`config.mk`:
```
export PLATFORM = sky130hd
export DESIGN_NAME = usb_link_mon
export DESIGN_NICKNAME = d
export VERILOG_FILES = /design/src/rtl/usb_link_mon.sv
export SDC_FILE = /design/constraint.sdc
export NUM_CORES = 1
export LEC_CHECK = 0
export CORE_MARGIN = 2
export CORE_UTILIZATION = 55
export DETAILED_ROUTE_END_ITERATION = 7
export GPL_TIMING_DRIVEN = 0
export PLACE_DENSITY = 0.72
export SYNTH_ARGS = -nofsm -noshare
export SYNTH_HDL_FRONTEND = slang
export SYNTH_SLANG_ARGS = --single-unit
```
`constraint.sdc`:
```
create_clock -name clk -period 2.2 [get_ports clk]
set_clock_uncertainty 0.1 [all_clocks]
set_input_delay 0.33 -clock clk [delete_from_list [all_inputs] [get_ports clk]]
set_output_delay 0.33 -clock clk [all_outputs]
set_load 0.03 [all_outputs]
```
`src/rtl/usb_link_mon.sv`:
```
// USB link-state monitor: tracks bus reset, suspend, host resume and remote wakeup
// from the synchronised line levels, with microsecond timing from a clk prescaler.
module usb_link_mon #(
  parameter int unsigned CLK_MHZ       = 48,
  parameter int unsigned T_RESET_US    = 10000,
  parameter int unsigned T_SUSPEND_US  = 3000,
  parameter int unsigned T_WAKE_MIN_US = 5000,
  parameter int unsigned T_WAKE_US     = 2000
) (
  input  logic       clk,
  input  logic       rst,
  input  logic       rx_dp,
  input  logic       rx_dn,
  input  logic       sof,
  input  logic       activity,
  input  logic       wake_req,
  output logic [2:0] state,
  output logic       usb_rst,
  output logic       suspend,
  output logic       tx_k_en,
  output logic       evt_reset,
  output logic       evt_suspend,
  output logic       evt_resume
);

  typedef enum logic [2:0] {
    StActive    = 3'd0,
    StSuspended = 3'd1,
    StWakeup    = 3'd2,
    StResume    = 3'd3,
    StBusReset  = 3'd4
  } link_state_e;

  localparam logic [7:0]  PresMax    = 8'(CLK_MHZ - 1);
  localparam logic [15:0] ResetLim   = 16'(T_RESET_US);
  localparam logic [15:0] SuspendLim = 16'(T_SUSPEND_US);
  localparam logic [15:0] WakeMinLim = 16'(T_WAKE_MIN_US);
  localparam logic [15:0] WakeLim    = 16'(T_WAKE_US);
  localparam logic [15:0] CntMax     = 16'hffff;

  link_state_e state_q, state_d;
  logic [7:0]  presc_q, presc_d;
  logic [15:0] se0_cnt_q, se0_cnt_d;
  logic [15:0] idle_cnt_q, idle_cnt_d;
  logic [15:0] tmr_q, tmr_d;
  logic        usb_rst_q, suspend_q, tx_k_en_q;
  logic        evt_reset_q, evt_suspend_q, evt_resume_q;
  logic        tick;
  logic        line_j, line_k, line_se0;

  assign line_j   = rx_dp & ~rx_dn;
  assign line_k   = ~rx_dp & rx_dn;
  assign line_se0 = ~rx_dp & ~rx_dn;

  assign tick    = (presc_q == PresMax);
  assign presc_d = tick ? 8'd0 : presc_q + 8'd1;

  // Counters saturate so that long holds never wrap back below a threshold.
  always_comb begin
    se0_cnt_d = se0_cnt_q;
    if (!line_se0) begin
      se0_cnt_d = '0;
    end else if (tick && se0_cnt_q != CntMax) begin
      se0_cnt_d = se0_cnt_q + 16'd1;
    end

    idle_cnt_d = idle_cnt_q;
    if (sof || activity || !line_j) begin
      idle_cnt_d = '0;
    end else if (tick && idle_cnt_q != CntMax) begin
      idle_cnt_d = idle_cnt_q + 16'd1;
    end

    tmr_d = tmr_q;
    if (state_d != state_q) begin
      tmr_d = '0;
    end else if (tick && tmr_q != CntMax) begin
      tmr_d = tmr_q + 16'd1;
    end
  end

  // Next-state logic; bus reset always takes priority where it applies.
  always_comb begin
    state_d = state_q;
    unique case (state_q)
      StActive: begin
        if (se0_cnt_q >= ResetLim) begin
          state_d = StBusReset;
        end else if (idle_cnt_q >= SuspendLim) begin
          state_d = StSuspended;
        end
      end
      StSuspended: begin
        if (se0_cnt_q >= ResetLim) begin
          state_d = StBusReset;
        end else if (line_k) begin
          state_d = StResume;
        end else if (wake_req && tmr_q >= WakeMinLim) begin
          state_d = StWakeup;
        end
      end
      StWakeup: begin
        if (tmr_q >= WakeLim) begin
          state_d = StResume;
        end
      end
      StResume: begin
        if (line_se0) begin
          state_d = StActive;
        end
      end
      StBusReset: begin
        if (!line_se0) begin
          state_d = StActive;
        end
      end
      default: state_d = StActive;
    endcase
  end

  always_ff @(posedge clk or posedge rst) begin
    if (rst) begin
      state_q       <= StActive;
      presc_q       <= '0;
      se0_cnt_q     <= '0;
      idle_cnt_q    <= '0;
      tmr_q         <= '0;
      usb_rst_q     <= 1'b0;
      suspend_q     <= 1'b0;
      tx_k_en_q     <= 1'b0;
      evt_reset_q   <= 1'b0;
      evt_suspend_q <= 1'b0;
      evt_resume_q  <= 1'b0;
    end else begin
      state_q       <= state_d;
      presc_q       <= presc_d;
      se0_cnt_q     <= se0_cnt_d;
      idle_cnt_q    <= idle_cnt_d;
      tmr_q         <= tmr_d;
      // Flags are registered from state_d so they line up with the state output.
      usb_rst_q     <= (state_d == StBusReset);
      suspend_q     <= (state_d == StSuspended) || (state_d == StWakeup);
      tx_k_en_q     <= (state_d == StWakeup);
      evt_reset_q   <= (state_d == StBusReset) && (state_q != StBusReset);
      evt_suspend_q <= (state_d == StSuspended) && (state_q != StSuspended);
      evt_resume_q  <= (state_q == StResume) && (state_d == StActive);
    end
  end

  assign state       = state_q;
  assign usb_rst     = usb_rst_q;
  assign suspend     = suspend_q;
  assign tx_k_en     = tx_k_en_q;
  assign evt_reset   = evt_reset_q;
  assign evt_suspend = evt_suspend_q;
  assign evt_resume  = evt_resume_q;

endmodule
```
==> flow_summary.yaml, run 1 <==
status:
  outcome: "finished, violations left"
  violations: "negative setup slack"
die:
  die_y_um: 85.1
  die_area_um2: 7230
  core_area_um2: 6350
  io_pins: 16
  fp.dieW_um: 85.1
  initial_core_util_pct: 56.9
  row_count: 29
worst_setup_path:
  max_stage_delay_ns: 0.41
  crit_family: "simple AND/OR/NAND/NOR gates"
  crit_start: "presc_q[6]$_DFF_PP0_"
  path_max_fanout: 10
  cp-start-kind: "register"
  crit_type: "reg -> reg"
  end_kind: "register"
  r2r_start: "presc_q[6]$_DFF_PP0_"
  crit_arrival_ns: 2.39
  path_common_cell: "buf_6"
  cp.required_ns: 2.36
  cpMaxStageDelayCell: "or4_4"
  critPathBufInv: 2
  cp_cell_sequence: "or3b_1 -> buf_6 -> nor4_4 -> o21ai_2 -> buf_6 -> or4_4 -> a211oi_2"
sta:
  timing.final.crit_period_ns: 2.23
  post-route-period-util_pct: 101
  slew_headroom_pct: 64.5
  worstMarginPinSlew_ns: 0.531
  max_freq_mhz: 449
  grt_setup_unrepaired: "true"
  timing_hold_violations_final: 0
  setup_viol: 3
  worst_slack_ns: -0.0287
  slew_violations: 0
route:
  vias: 3022
  drtIter0Drc: 178
  routedWlPerCell_um: 16.8
  drc_errors: 0
  ant_nets: 0
  vias_per_cell: 6.22
  wl_mm: 8.18
  drtPass1Iterations: 4
yosys:
  ys_types: 53
  synth_edf_count: 0
  async_flop_share_pct: 100
  ys_warn_count: 0
  syn_inst: 366
  yosys_register_bits: 65
  syn_nets: 380
  avgSynthCellArea_um2: 9.87
  netlist_area_um2: 3610
  synth_ff_type: "dfrtp_1"
  yosysSeqAreaShare_pct: 45.0
cells_and_area:
  area_delta_synth_final_pct: 20.2
  fin_util_pct: 68.4
  fin_nets: 418
  final_cells: 486
  final_design_area_no_fill_um2: 4340
  final_cell_mix: "dfrtp_1, nor2_1, xor2_1"
  layout_commonest_cell: "dfrtp_1"
  diodes: 0
  drive_above_1_share_pct: 18.6
clock_network:
  cts-buffers-inserted: 9
  insertion_delay_ns: 0.34
  holdBufCountCts: 0
  cts_tree: "yes"
  cts_max_level: 3
  clock_sinks: 65
  cts_root_buf: "clkbuf_8"
  ctsLongestPathBuffers: 2
  path_clk_slew_ns: 0.07
global_route:
  grt_pass1_wl_mm: 13.5
  grt_pass1_vias: 2832
  antenna_found_initial: 0
  grt_remaining_overflow: 0
  grt_start_max_net_pins: 43
  grtUsageTotal_pct: 23.4
placed_design:
  hpwl_mm: 5.26
  dpl_cell_area_um2: 3890
  pre_cts_ws_ns: -0.597
  port_buffers: 15
  place_inst: 459
  routabilityCongestion: 0.822
pwr:
  p_leak_nw: 1.78
  power.total_mw: 2.83
  peakVddDrop_v: 0.000608
  powerDensity_nw_per_um2: 651
hold_path:
  holdCritPathClass: "in -> async"
run:
  max-cap-violations: 0
==> worst reg2reg max path: stages (launching register included) <==
cell and delay [ns]:
dfrtp_1 0.38, or3b_1 0.39, buf_6 0.15, nor4_4 0.28, o21ai_2 0.11, buf_6 0.15, or4_4 0.41, a211oi_2 0.18
==> routing by layer <==
metal	up-vias	global-route usage [%]	wire length (um)
met5	-	0	0
met1	1494	32.2	3780
met4	0	10.4	146
met3	14	3.60	357
li1	1429	-	-
met2	85	36.6	3900
==> power by group <==
| group | internal, mW | switching (mW) |
|---|---|---|
| Clock | 0.466 | 0.454 |
| Sequential | 1.24 | 0.0583 |
| Combinational | 0.244 | 0.364 |
==> flip-flops by register name (all words and copies together), names as in the netlist <==
signal and count:
tmr_q 16, presc_q 8, evt_suspend 1, tx_k_en 1, idle_cnt_q 16, state 3
evt_reset 1, evt_resume 1, usb_rst 1, suspend 1, se0_cnt_q 16
==> worst paths after layout <==
check                           slack (ns)  depth (start not counted)                        end
worst min-delay path                  0.25                          2   se0_cnt_q[8]$_DFFE_PP0P_
worst max register to register       -0.03                          7      tmr_q[13]$_DFFE_PP0P_
worst max-delay path                 -0.03                          7      tmr_q[13]$_DFFE_PP0P_
min in group clk                      0.38                          1       presc_q[0]$_DFF_PP0_
max in group asynchronous             1.14                          3  idle_cnt_q[9]$_DFFE_PP0P_
worst min register to register        0.38                          1       presc_q[0]$_DFF_PP0_
==> final cells by class <==
cell class                 instances  area (um^2)
clock buffer                      13          159
buffer                            12         73.8
clock inverter                     3         15.0
timing repair buffer              32          290
tap                               77         96.3
multi-input combinational        271         2030
inverter                          13         48.8
sequential                        65         1630
fill                             491         2010
==> cells by family (layout without fill, tap and decap cells) <==
group / after synthesis / in the layout / synth area share, %
compound gates: 68 / 68 / 14.4
xor+xnor: 40 / 40 / 9.70
fa+ha+maj: 7 / 7 / 2.42
buf+inv: 30 / 73 / 3.60
flops: 65 / 65 / 45.0
mux: 4 / 4 / 1.11
simple gates: 152 / 152 / 23.8
==> metrics by stage <==
step,hold slack [ns],TNS (ns)
after floorplan,0.341,0
after global placement,0.363,-71.93
after detailed placement,0.370,-9.47
after CTS,0.262,-0.266
after global routing,0.294,-0.528
final,0.249,-0.0676
==> synth_stat cells, types with 2 or more instances <==
cell type,number,area (um^2)
o41ai_2,2,32.5
or4_1,5,37.5
nor3b_1,4,30.0
nand2b_1,4,25.0
o2111ai_1,14,123
xor2_1,31,272
and2_1,6,37.5
and3_1,8,50.1
nor2b_1,3,18.8
nand2_1,15,56.3
ha_1,7,87.6
o31ai_1,5,37.5
or3_1,6,37.5
o21ai_0,10,50.1
inv_1,13,48.8
and4_1,5,43.8
a2bb2oi_1,2,17.5
nand3_1,16,80.1
dfrtp_1,65,1630
o211ai_1,8,60.1
o311ai_0,5,43.8
xnor2_1,9,78.8
nor4_2,2,25.0
nand4_1,10,62.6
buf_6,2,22.5
clkbuf_1,12,45.0
nor4_1,7,43.8
nor2_1,36,135
or2_2,2,12.5
a21oi_1,7,35.0
a211oi_1,5,37.5
mux2i_1,4,40.0
nor3_1,16,80.1
==> timing repair <==
| item | CTS | global route |
|---|---|---|
| endpoints found under the setup margin | 45 | 42 |
| pin swaps | 6 | 9 |
| gates resized for setup | 17 | 29 |
| hold endpoints to repair | 0 | 0 |
| setup buffers | 6 | 10 |
(Power assumes the default switching activity.)
==> run 2: changes to the inputs <==
- SLEW_MARGIN: not set -> 20
==> run 2 against run 1 <==
The run still ends with negative setup slack left; routed wire length is 1.7% lower; via count is 2.3% lower; critical endpoint unchanged; clock power is 7.5% higher; critical path type unchanged; final cell count is 0.21% lower; sequential cell count stayed put; worst hold slack worse by 0.048 ns; power is 2.1% higher; global-route usage is 0.074 points lower; worst setup slack worse by 0.052 ns.
==> flow_summary.yaml, run 2 (synthesized netlist as in run 1, its figures left out) <==
die:
  core_area_um2: 6350
  die_y_um: 85.1
  initial_core_util_pct: 56.9
  row_count: 29
  fp.dieW_um: 85.1
  io_pins: 16
  die_area_um2: 7230
placed_design:
  hpwl_mm: 5.26
  port_buffers: 15
  routabilityCongestion: 0.822
clock_network:
  cts_max_level: 3
  insertion_delay_ns: 0.34
  cts-buffers-inserted: 9
  cts_root_buf: "clkbuf_8"
  clock_sinks: 65
  holdBufCountCts: 0
  path_clk_slew_ns: 0.07
  cts_tree: "yes"
  ctsLongestPathBuffers: 2
sta:
  worstMarginPinSlew_ns: 0.688
  max_freq_mhz: 439
  timing.final.crit_period_ns: 2.28
  worst_slack_ns: -0.0803
  grt_setup_unrepaired: "true"
  timing_hold_violations_final: 0
  post-route-period-util_pct: 104
  slew_violations: 0
  setup_viol: 7
  holdWs_ns: 0.201
  slew_headroom_pct: 53.7
  fin_setup_tns_ns: -0.380
cells_and_area:
  final_cell_mix: "dfrtp_1, nor2_1, xor2_1"
  fin_util_pct: 67.8
  layout_commonest_cell: "dfrtp_1"
  area_delta_synth_final_pct: 19.2
  drive_above_1_share_pct: 16.2
  reg_top3: "idle_cnt_q (16), se0_cnt_q (16), tmr_q (16)"
  fin_nets: 417
  diodes: 0
global_route:
  grt_start_max_net_pins: 43
  grtUsageTotal_pct: 23.3
  grt_pass1_wl_mm: 13.5
  antenna_found_initial: 0
  grt_pass1_vias: 2828
  grt_remaining_overflow: 0
worst_setup_path:
  rr_worst_depth: 7
  cp-start-kind: "register"
  crit_start: "presc_q[6]$_DFF_PP0_"
  cp.required_ns: 2.35
  r2r_slack_ns: -0.08
  end_kind: "register"
  crit_arrival_ns: 2.43
  rr_endpoint: "tmr_q[13]$_DFFE_PP0P_"
  crit_type: "reg -> reg"
  r2r_start: "presc_q[6]$_DFF_PP0_"
  path_max_fanout: 10
pwr:
  p_int_mw: 2.03
  peakVddDrop_v: 0.000777
  powerDensity_nw_per_um2: 670
  p_clk_share_pct: 34.3
  p_leak_nw: 1.78
  switching_power_uw: 853
  p_seq_share_pct: 45.0
  comb_power_share_pct: 20.7
  switching_share_pct: 29.6
route:
  ant_nets: 0
  drtIter0Drc: 202
  drc_errors: 0
  vias: 2952
  drtPass1Iterations: 5
  routedWlPerCell_um: 16.6
  vias_per_cell: 6.09
  wl_mm: 8.05
status:
  outcome: "finished, violations left"
  violations: "negative setup slack"
hold_path:
  holdCritPathClass: "in -> async"
run:
  max-cap-violations: 0
## run 2: cell types whose count changed in the layout (fill, tap and decap cells not counted), sizes merged
cell    previous run  this run
buf               20        19
bufinv             0         1
clkinv             3         2
## run 2: power by group through the flow
stage                     Sequential [mW]  Clock (mW)  Combinational (mW)
final                                1.30       0.989               0.598
after global routing                 1.31        1.07               0.650
after CTS                            1.30        1.02               0.589
after detailed placement             1.30           0               0.562
after global placement               1.30           0               0.535
after floorplan                      1.37           0               0.294
## run 2: metrics by stage
stage	setup slack [ns]	instances	instance area, um^2	total power [mW]
global placement	-0.977	458	3870	1.83
global route	-0.162	485	4310	3.03
finish	-0.0803	485	4310	2.89
floorplan	0.0101	366	3620	1.66
CTS	-0.152	478	4150	2.90
detailed placement	-0.622	459	3890	1.86
## run 2: worst max path at each step
stage                                       to  slack, ns  cells after the start
floorplan                tmr_q[11]$_DFFE_PP0P_       0.01                      7
global placement          tmr_q[7]$_DFFE_PP0P_      -0.98                      2
detailed placement       tmr_q[12]$_DFFE_PP0P_      -0.62                      8
CTS                 idle_cnt_q[13]$_DFFE_PP0P_      -0.15                      6
global route             tmr_q[13]$_DFFE_PP0P_      -0.16                      7
finish                   tmr_q[13]$_DFFE_PP0P_      -0.08                      7
## run 2: cell type report
| class | count | area, um^2 |
|---|---|---|
| repair buffers | 31 | 283 |
| well taps | 77 | 96.3 |
| inverters | 13 | 51.3 |
| fillers | 493 | 2040 |
| flip-flops and latches | 65 | 1630 |
| plain buffers | 12 | 73.8 |
| clock inverters | 3 | 40.0 |
| clock buffers | 13 | 149 |
| multi-input cells | 271 | 1990 |
## run 2: timing repair
item	CTS	global route
gates resized for setup	12	22
endpoints found under the setup margin	46	44
setup buffers	5	10
pin swaps	7	9
## run 2: worst max-delay path: stages, from the launching register on
cell and delay [ns]:
dfrtp_1 0.39, or3b_1 0.39, buf_6 0.14, nor4_4 0.32, o21ai_2 0.11, buf_6 0.15
or4_1 0.41, a211oi_2 0.18
## run 2: per-layer routing
layer  GRT usage [%]  vias to the layer above  wire length, um
li1                -                     1424                -
met1            30.9                     1444             3720
met2            37.2                       72             3890
met3            4.77                       12              278
met4            9.96                        0              165
met5               0                        -                0
